**config.mk**
```make
export PLATFORM = sky130hd
export DESIGN_NAME = config_sr_loader_flat
export DESIGN_NICKNAME = d
export VERILOG_FILES = /design/src/rtl/config_sr_loader_if.sv /design/src/rtl/config_sr_loader.sv /design/src/flat_wrapper.sv
export SDC_FILE = /design/constraint.sdc
export NUM_CORES = 1
export LEC_CHECK = 0
export CELL_PAD_IN_SITES_DETAIL_PLACEMENT = 1
export CELL_PAD_IN_SITES_GLOBAL_PLACEMENT = 1
export CORE_AREA = 2 2 207 209
export CTS_BUF_LIST = sky130_fd_sc_hd__clkbuf_4
export CTS_CLUSTER_DIAMETER = 60
export CTS_CLUSTER_SIZE = 28
export DETAILED_ROUTE_END_ITERATION = 8
export DIE_AREA = 0 0 209 211
export MAX_ROUTING_LAYER = met4
export PLACE_DENSITY_LB_ADDON = 0.1
export SYNTH_ARGS = -nofsm -noshare
export SYNTH_HDL_FRONTEND = slang
export SYNTH_SLANG_ARGS = --single-unit
```
**constraint.sdc**
```tcl
create_clock -name CLK -period 2.4 [get_ports CLK]
set_clock_uncertainty 0.2 [all_clocks]
set_input_delay 0.36 -clock CLK [delete_from_list [all_inputs] [get_ports CLK]]
set_output_delay 0.36 -clock CLK [all_outputs]
set_load 0.01 [all_outputs]
```
**src/rtl/config_sr_loader_if.sv**
```systemverilog
// Host-side request/status bundle for the configuration shift-register loader.
// The master drives the request fields; the slave (loader) returns status and readback.
interface config_sr_loader_if #(
  parameter int SIZESRSTAT = 88
);
  logic                  START;
  logic                  TARGET;
  logic [SIZESRSTAT-1:0] WDATA;
  logic                  ABORT;
  logic                  BUSY;
  logic                  DONE;
  logic                  ERR;
  logic [SIZESRSTAT-1:0] RDATA;

  modport master (
    output START, TARGET, WDATA, ABORT,
    input  BUSY, DONE, ERR, RDATA
  );

  modport slave (
    input  START, TARGET, WDATA, ABORT,
    output BUSY, DONE, ERR, RDATA
  );
endinterface

```
**src/rtl/config_sr_loader.sv**
```systemverilog
// Serial loader for the dual-chain config register: shifts a word in MSB-first and captures the old contents.
// DONE after N+1 cycles; with CFG_SR_VERIFY_EN a second pass checks the write and DONE arrives after 2N+2.
module config_sr_loader #(
  parameter int SIZESRSTAT = 88,
  parameter int SIZESRDYN  = 16,
  parameter int CNTW       = 7
) (
  input  logic              CLK,
  input  logic              RST_N,
  config_sr_loader_if.slave host,
  input  logic              SDO_IN,
  output logic              SELDYN,
  output logic              SELSTAT,
  output logic              SDI
);
  localparam int              PAD    = SIZESRSTAT - SIZESRDYN;
  localparam logic [CNTW-1:0] N_DYN  = CNTW'(SIZESRDYN);
  localparam logic [CNTW-1:0] N_STAT = CNTW'(SIZESRSTAT);

  typedef enum logic [2:0] {IDLE, SHIFT, GAP, VERIFY, FIN} state_t;

  state_t                r_state;
  state_t                w_state_nxt;
  logic                  r_tgt;
  logic [CNTW-1:0]       r_n;
  logic [CNTW-1:0]       r_cnt;
  logic [SIZESRSTAT-1:0] r_sh;
  logic [SIZESRSTAT-1:0] r_rx;
  logic [SIZESRSTAT-1:0] r_rdata;
  logic                  r_seldyn;
  logic                  r_selstat;
  logic                  r_busy;
  logic                  r_done;
  logic                  r_err;
  logic                  w_last;
  logic                  w_tgt;
  logic [SIZESRSTAT-1:0] w_rx_nxt;
  logic [SIZESRSTAT-1:0] w_sh_load;
`ifdef CFG_SR_VERIFY_EN
  logic [SIZESRSTAT-1:0] r_tx;
  logic [SIZESRSTAT-1:0] r_cmp;
  logic [SIZESRSTAT-1:0] w_cmp_nxt;
  logic [SIZESRSTAT-1:0] w_tx_al;
`endif

  assign w_last   = (r_cnt == r_n - 1'b1);
  assign w_tgt    = (r_state == IDLE) ? host.TARGET : r_tgt;
  assign w_rx_nxt = {r_rx[SIZESRSTAT-2:0], SDO_IN};
  // Dynamic words are left-aligned so SDI is always the shifter MSB.
  assign w_sh_load = host.TARGET ? host.WDATA
                                 : {host.WDATA[SIZESRDYN-1:0], {PAD{1'b0}}};
`ifdef CFG_SR_VERIFY_EN
  assign w_cmp_nxt = {r_cmp[SIZESRSTAT-2:0], SDO_IN};
  assign w_tx_al   = r_tgt ? r_tx : {r_tx[SIZESRDYN-1:0], {PAD{1'b0}}};
`endif

  always_ff @(posedge CLK or negedge RST_N) begin
    if (!RST_N) r_state <= IDLE;
    else        r_state <= w_state_nxt;
  end

  always_comb begin
    w_state_nxt = r_state;
    case (r_state)
      IDLE:   if (host.START) w_state_nxt = SHIFT;
      SHIFT: begin
        if (host.ABORT) w_state_nxt = FIN;
`ifdef CFG_SR_VERIFY_EN
        else if (w_last) w_state_nxt = GAP;
      end
      GAP:    w_state_nxt = host.ABORT ? FIN : VERIFY;
      VERIFY: if (host.ABORT || w_last) w_state_nxt = FIN;
`else
        else if (w_last) w_state_nxt = FIN;
      end
`endif
      FIN:     w_state_nxt = IDLE;
      default: w_state_nxt = IDLE;
    endcase
  end

  always_ff @(posedge CLK or negedge RST_N) begin
    if (!RST_N) begin
      r_tgt     <= 1'b0;
      r_n       <= '0;
      r_cnt     <= '0;
      r_sh      <= '0;
      r_rx      <= '0;
      r_rdata   <= '0;
      r_seldyn  <= 1'b0;
      r_selstat <= 1'b0;
      r_busy    <= 1'b0;
      r_done    <= 1'b0;
      r_err     <= 1'b0;
`ifdef CFG_SR_VERIFY_EN
      r_tx      <= '0;
      r_cmp     <= '0;
`endif
    end else begin
      r_seldyn  <= 1'b0;
      r_selstat <= 1'b0;
      if (w_state_nxt == SHIFT || w_state_nxt == VERIFY) begin
        r_seldyn  <= ~w_tgt;
        r_selstat <= w_tgt;
      end
      r_busy <= (w_state_nxt != IDLE);
      r_done <= (w_state_nxt == FIN);
      case (r_state)
        IDLE: if (host.START) begin
          r_tgt <= host.TARGET;
          r_n   <= host.TARGET ? N_STAT : N_DYN;
          r_cnt <= '0;
          r_sh  <= w_sh_load;
          r_rx  <= '0;
          r_err <= 1'b0;
`ifdef CFG_SR_VERIFY_EN
          r_tx  <= host.TARGET ? host.WDATA
                               : {{PAD{1'b0}}, host.WDATA[SIZESRDYN-1:0]};
`endif
        end
        SHIFT: begin
          r_rx  <= w_rx_nxt;
          r_sh  <= r_sh << 1;
          r_cnt <= (w_state_nxt == SHIFT) ? r_cnt + 1'b1 : '0;
          if (w_state_nxt == FIN) begin
            r_rdata <= w_rx_nxt;
            r_err   <= host.ABORT;
          end
        end
`ifdef CFG_SR_VERIFY_EN
        GAP: begin
          r_sh  <= w_tx_al;
          r_cmp <= '0;
          if (host.ABORT) begin
            r_rdata <= r_rx;
            r_err   <= 1'b1;
          end
        end
        VERIFY: begin
          r_cmp <= w_cmp_nxt;
          r_sh  <= r_sh << 1;
          r_cnt <= (w_state_nxt == VERIFY) ? r_cnt + 1'b1 : '0;
          if (w_state_nxt == FIN) begin
            r_rdata <= r_rx;
            r_err   <= host.ABORT || (w_cmp_nxt != r_tx);
          end
        end
`endif
        default: ;
      endcase
      // An aborted word must not leave a stale bit on SDI.
      if (w_state_nxt == FIN) r_sh <= '0;
    end
  end

  assign SELDYN     = r_seldyn;
  assign SELSTAT    = r_selstat;
  assign SDI        = r_sh[SIZESRSTAT-1];
  assign host.BUSY  = r_busy;
  assign host.DONE  = r_done;
  assign host.ERR   = r_err;
  assign host.RDATA = r_rdata;
endmodule

```
**src/flat_wrapper.sv**
```systemverilog
// flat-port wrapper written by rule: the top's interface ports become plain ports
module config_sr_loader_flat 
#(
  parameter int SIZESRSTAT = 88,
  parameter int SIZESRDYN  = 16,
  parameter int CNTW       = 7
)
  (CLK, RST_N, SDO_IN, SELDYN, SELSTAT, SDI, host_START, host_TARGET, host_WDATA, host_ABORT, host_BUSY, host_DONE, host_ERR, host_RDATA);
  config_sr_loader_if #(.SIZESRSTAT(SIZESRSTAT)) host_i ();
  input  logic CLK;
  input  logic RST_N;
  input  logic SDO_IN;
  output logic SELDYN;
  output logic SELSTAT;
  output logic SDI;
  input wire logic [$bits(host_i.START)-1:0] host_START;
  input wire logic [$bits(host_i.TARGET)-1:0] host_TARGET;
  input wire logic [$bits(host_i.WDATA)-1:0] host_WDATA;
  input wire logic [$bits(host_i.ABORT)-1:0] host_ABORT;
  output wire logic [$bits(host_i.BUSY)-1:0] host_BUSY;
  output wire logic [$bits(host_i.DONE)-1:0] host_DONE;
  output wire logic [$bits(host_i.ERR)-1:0] host_ERR;
  output wire logic [$bits(host_i.RDATA)-1:0] host_RDATA;
  assign host_i.START = host_START;
  assign host_i.TARGET = host_TARGET;
  assign host_i.WDATA = host_WDATA;
  assign host_i.ABORT = host_ABORT;
  assign host_BUSY = host_i.BUSY;
  assign host_DONE = host_i.DONE;
  assign host_ERR = host_i.ERR;
  assign host_RDATA = host_i.RDATA;
  config_sr_loader #(.SIZESRSTAT(SIZESRSTAT), .SIZESRDYN(SIZESRDYN), .CNTW(CNTW)) u_core (.CLK(CLK), .RST_N(RST_N), .host(host_i), .SDO_IN(SDO_IN), .SELDYN(SELDYN), .SELSTAT(SELSTAT), .SDI(SDI));
endmodule
```
# Word level (Yosys, flattened, before mapping)
# Index checks and enable logic that the tools add are counted.
[totals] mem_count=0 inputBits=94 ff_bits=286 latchBits=0 elab_cells=53 ram_bits=0 mem_bits_ro=0
[op_classes] n_eq_ne=8 div=0 bitwise=1 addsub=2 n_shift=0 muxes=20 mul=0 n_lt_le_gt_ge=0 n_reduce_logical=10
[op_table] operator="88-bit 2-to-1 mux" count=3
[op_table] operator="88-bit case mux with 2 select lines" count=1
[op_table] operator="87-bit case mux with 2 select lines" count=1
[op_table] operator="87-bit 2-to-1 mux" count=1
[op_table] operator="7-bit 2-to-1 mux" count=3
[op_table] operator="7-bit case mux with 2 select lines" count=1
[op_table] operator="3-bit 2-to-1 mux" count=3
[op_table] operator="2-bit AND reduction" count=4
[op_table] operator="7-bit by 1-bit adder with 7-bit output (second input constant)" count=1
[op_table] operator="7-bit == test" count=1
[op_table] operator="7-bit by 1-bit subtractor with 7-bit output (second input constant)" count=1
[op_table] operator="3-bit by 1-bit == test with 1-bit output (second input constant)" count=2
[op_table] operator="3-bit case mux with 2 select lines" count=1
[op_table] operator="3-bit nonzero test" count=2
[op_table] operator="1-bit 2-to-1 mux" count=5
[op_table] operator="3-bit by 2-bit == test with 1-bit output (second input constant)" count=1
[op_table] operator="3-bit == test (second input constant)" count=1
[op_table] operator="3-bit zero test" count=1
[op_table] operator="3-bit != test (second input constant)" count=1
[op_table] operator="3-bit AND reduction" count=1
[op_table] operator="2-bit by 1-bit != test with 1-bit output (second input constant)" count=1
[op_table] operator="2-bit != test (second input constant)" count=1
[op_table] operator="1-bit case mux with 2 select lines" count=1
[op_table] operator="2-bit nonzero test" count=1
[op_table] operator="2 further kinds" count=2

# Depth between registers and ports, before layout
[logic_depth] depth_word=8 mapped_depth=8 depth_no_buf=6

# Least setup slack after synthesis
# Ideal clock, no wire load.
[synth_timing] path_kind="flip-flop to flip-flop" start="reg u_core.r_n[3]" end="reg u_core.r_rdata[2] (netlist: u_core.host.RDATA[2])" arrival_ps=1682 stages_incl_launch_ff=9 path_slack_ps=380 setup_time_ps=138 path_cell_list="dfrtp_1 > inv_1 > ha_1 > xnor2_1 > or2_1 > clkbuf_1 > clkbuf_1 > o211ai_1 > o211ai_1"
[synth_between] elab_chain_cells=7
[synth_lines] element="from (decl)" line="config_sr_loader.sv:25" rtl="logic [CNTW-1:0] r_n;"
[synth_lines] element="from (signal assigned)" line="config_sr_loader.sv:111" rtl="r_n <= host.TARGET ? N_STAT : N_DYN;"
[synth_lines] element="7-bit by 1-bit subtractor with 7-bit output" line="config_sr_loader.sv:46" rtl="assign w_last = (r_cnt == r_n - 1'b1);"
[synth_lines] element="7-bit == test" line="config_sr_loader.sv:46"
[synth_lines] element="3-bit 2-to-1 mux" line="config_sr_loader.sv:74" rtl="else if (w_last) w_state_nxt = FIN;"
[synth_lines] element="3-bit 2-to-1 mux" line="config_sr_loader.sv:67" rtl="if (host.ABORT) w_state_nxt = FIN;"
[synth_lines] element="3-bit case mux with 2 select lines" line="config_sr_loader.sv:64" rtl="case (r_state)"
[synth_lines] element="3-bit == test" line="config_sr_loader.sv:125" rtl="if (w_state_nxt == FIN) begin"
[synth_lines] element="2-bit AND reduction (no line)"
[synth_lines] element="to (signal assigned)" line="config_sr_loader.sv:126" rtl="r_rdata <= w_rx_nxt;"
[synth_lines] element="to (decl)" line="config_sr_loader.sv:29" rtl="logic [SIZESRSTAT-1:0] r_rdata;"
# No other way between the ends.
# A chain may end at the register's enable or synchronous reset.

# Final worst setup path
[layout_timing] start="reg u_core.r_n[3]" end="reg u_core.r_sh[22]"
[layout_between] elab_chain_cells=8 elab_cells_between_ends=10 classes_between="1 x add/sub; 3 x eq/ne; 4 x mux; 2 x reduce/logical"
[layout_lines] element="7-bit by 1-bit subtractor with 7-bit output *" line="config_sr_loader.sv:46"
[layout_lines] element="7-bit == test *" line="config_sr_loader.sv:46"
[layout_lines] element="3-bit 2-to-1 mux *" line="config_sr_loader.sv:74"
[layout_lines] element="3-bit 2-to-1 mux *" line="config_sr_loader.sv:67"
[layout_lines] element="3-bit case mux with 2 select lines *" line="config_sr_loader.sv:64"
[layout_lines] element="3-bit == test *" line="config_sr_loader.sv:152" rtl="if (w_state_nxt == FIN) r_sh <= '0;"
[layout_lines] element="3-bit != test (no line) or 3-bit nonzero test (tied branches)"
[layout_lines] element="2-bit AND reduction (no line)"
[layout_lines] element="to (signal assigned)" line="config_sr_loader.sv:113" rtl="r_sh <= w_sh_load;"
[layout_lines] element="to (signal assigned)" line="config_sr_loader.sv:123" rtl="r_sh <= r_sh << 1;"
[layout_lines] element="to (decl)" line="config_sr_loader.sv:27" rtl="logic [SIZESRSTAT-1:0] r_sh;"
# Every way passes the cells marked *; elsewhere a longest branch is shown, timed or not.

==> summary.txt <==
Logic synthesis
  – Yosys warning total: 0
  – Most common cell in the synthesized netlist: dfrtp_1
  – Cell area after synthesis: 14440 um2
  – Leading area contributor after synthesis: dfrtp_1
  – Post-synth top flop: dfrtp_1
  – Synth area leaders: dfrtp_1 (49%), o211ai_1 (9.4%), nand2_1 (7.2%)
  – Most instantiated cells after synthesis: dfrtp_1 (280), nand2_1 (276), o211ai_1 (181), clkbuf_1 (124), o21ai_0 (111)
  – Flops & latches, synth: 280
  – Sequential area share after synthesis: 48.51%
  – Async S/R FF share, synth: 100.0%
  – Syn Inst Count: 1563
  – Avg Cell Area, Syn: 9.241 um2
  – Syn_nets: 1660
  – Top-area cell type share of the netlist area: 48.51%
  – Number of flops mapped to enable cells by yosys: 0
  – Count of cell types in the netlist: 40

Layout
  – Post-layout util: 41.90%
  – Fin area: 17500 um2
  – Layout Nets: 1762
  – Area added between synthesis and finish: 21.14%
  – Cell Count, Final, Fillers Out: 2230
  – Share of cells above drive strength 1: 7.988%

Clocking
  – CTS tree: yes
  – Clk slew on worst S/H paths: 150 ps
  – Inserted Clock Buffers: 34
  – CTS Buffer Depth: 3
  – Worst-Skew Late Latency: 680 ps
  – Clock net sink count: 280
  – CTS H-tree lvls: 2
  – Clock Tree Root: clkbuf_4

Power
  – Logic pwr share: 19.9%
  – Leakage: 0.007073 uW
  – Total design power: 10470 uW
  – Sequential cell fraction of total power: 51.4%
  – Power Dens Cells: 598.4 nW/um2
  – Worst vdd ir: 0.2178 mV
  – P_sw: 3341 uW
  – Sw frac: 31.91%
  – Power share of the clock group: 28.8%
  – Internal: 7129 uW

Run status
  – Status: finished clean

Worst setup path
  – Cell mode on critical path: buf_4
  – Critical Path Start: u_core.r_n[3]
  – CP max stage delay: 420 ps
  – Crit-path cells: inv_1, ha_1, xnor2_2, or2_4, buf_4, buf_4, o2111ai_1, nand3_1
  – Worst Path Required: 2780 ps
  – Worst setup path class: reg2reg
  – CP startpoint kind: register
  – Crit. End Element: register
  – Origin of the critical flop-to-flop path: u_core.r_n[3]
  – Critical path's slowest cell: dfrtp_1
  – Crit-path max FO: 8
  – Critical Path AT: 2690 ps

Place
  – Dpl cells: 2161
  – DP HPWL: 27350 um
  – Port buffer count: 187
  – GP Congestion: 0.7457
  – Placement Cell Area: 16920 um2

GRT
  – Largest net degree at the start of global routing: 102
  – GRT overflow: 0
  – Initial antenna violation count: 1
  – Number of global-route vias before repair: 13550
  – All-Layer GR Usage: 21.45%
  – First-pass GRT wire length: 75230 um

STA
  – Setup TNS: 0 ps
  – Period minus WS final: 2312 ps
  – Worst Tran Pin Value: 590.8 ps
  – Relative slew margins: 60.46%
  – Fin crit share: 96.35%
  – FMAX: 432.5 MHz
  – RSZ-0062 raised after global routing: no
  – Final Hold Fails: 0
  – # setup viols final: 0
  – Fin. max-slew vios: 0

Detailed routing
  – Drt initial violations: 806
  – Detail Route Antenna Nets: 0
  – Vias: 12760
  – Vias/cell: 5.724
  – Final wirelength: 45630 um
  – Routed len/inst: 20.46 um
  – Drt first pass iters: 6
  – Drt drc: 0

Min path
  – Hold Path Class: in2async

Job
  – Max-cap violation count: 0

Floorplan
  – I/O pin total: 188
  – Initial Util: 34.59%
  – Die area: 44100 um2
  – Core footprint: 41760 um2
  – Rows: 75
  – Die Y: 211 um
  – Die Span X: 209 um
-- flip-flops by register name, summed over array words and instances (netlist names) --
signal and flops:
u_core.r_sh 88, u_core.host.BUSY 1, u_core.SELSTAT 1, u_core.host.ERR 1, u_core.SELDYN 1, u_core.host.DONE 1
u_core.r_state 3, u_core.r_n 2, u_core.host.RDATA 88, u_core.r_cnt 7, u_core.r_rx 87
-- worst paths after layout --
| kind | depth (start not counted) | endpoint | slack [ps] |
|---|---|---|---|
| hold reg to reg | 2 | u_core.r_sh[42] | 290 |
| setup / recovery | 8 | u_core.r_sh[22] | 90 |
| max in group asynchronous | 3 | u_core.r_rx[36] | 1230 |
| hold / removal | 2 | u_core.r_rx[39] | 20 |
| setup reg to reg | 8 | u_core.r_sh[22] | 90 |
| min in group CLK | 3 | u_core.r_rx[0] | 110 |
-- power by group through the flow --
stage / clock network (uW) / registers, uW / logic (uW)
after global placement: 0 / 5450 / 2060
after floorplan: 0 / 5450 / 1050
after global routing: 3350 / 5430 / 2300
after detailed placement: 0 / 5470 / 2100
final: 3010 / 5380 / 2080
after CTS: 3150 / 5380 / 2110
-- cells by family (layout without fill, tap and decap cells) --
| family | after synthesis | count (layout) | synth area share (%) |
|---|---|---|---|
| multiplexers | 17 | 17 | 1.178 |
| AND/OR/NAND/NOR | 594 | 595 | 21.57 |
| XOR/XNOR | 4 | 4 | 0.2426 |
| AO/OA/AOI/OAI | 481 | 481 | 22.50 |
| buffers and inverters | 183 | 309 | 5.717 |
| other | 1 | 2 | 0.02596 |
| adder cells (fa/ha/maj) | 3 | 3 | 0.2599 |
| flip-flops | 280 | 280 | 48.51 |
-- layer usage --
metal / share of wire, % / up-vias / global-route usage [%]
met5: 0 / - / -
met3: 2.8 / 44 / 2.542
li1: - / 5986 / -
met1: 47 / 6546 / 28.25
met2: 49 / 188 / 35.89
met4: 1.3 / 0 / 4.286
-- metrics by stage --
stage	setup WS, ps	hold slack, ps
6_report	87.69	23.15
5_1_grt	2.827	24.76
4_1_cts	52.32	2.827
3_5_place_dp	108.8	159.3
3_3_place_gp	218.1	162.1
2_1_floorplan	380.0	-135.6
-- worst max-delay path, delay by kind of cell, from the launching register on --
kind                       cells  cell delay [ps]
adders and majority gates      1              280
buffers and inverters          3              450
DFF                            1              420
AOI/OAI and AO/OA              1              230
and+or+nand+nor                2              460
xor gates and xnor gates       1              180
-- cells in the final DEF, fill, tap and decap left out, types with 6 or more instances in the layout --
master / count
o211ai_1: 181
nand2_1: 275
clkbuf_4: 42
nand4b_1: 70
o21ai_0: 111
nand3_1: 73
dfrtp_1: 279
clkdlybuf4s50_1: 183
clkinv_2: 6
o2111ai_1: 70
buf_12: 25
a21oi_1: 92
mux2i_1: 17
and2_1: 70
buf_4: 28
and3_1: 89
a32o_1: 18
-- area by class of cell --
cell class	count	area, um2
Multi-Input combinational cell	1101	6685
Clock inverter	19	178.9
Tap cell	539	674.4
Antenna cell	1	2.502
Timing Repair Buffer	243	2609
Clock buffer	42	315.3
Fill cell	4726	24260
Sequential cell	280	7008
Inverter	5	23.77
-- what timing repair did --
action	CTS	global route
buffers inserted	0	3
endpoints found under the setup margin	0	33
hold buffers	3	0
hold endpoints to repair	286	0
gates resized for setup	0	3
Power figures use the tool's default switching activity.
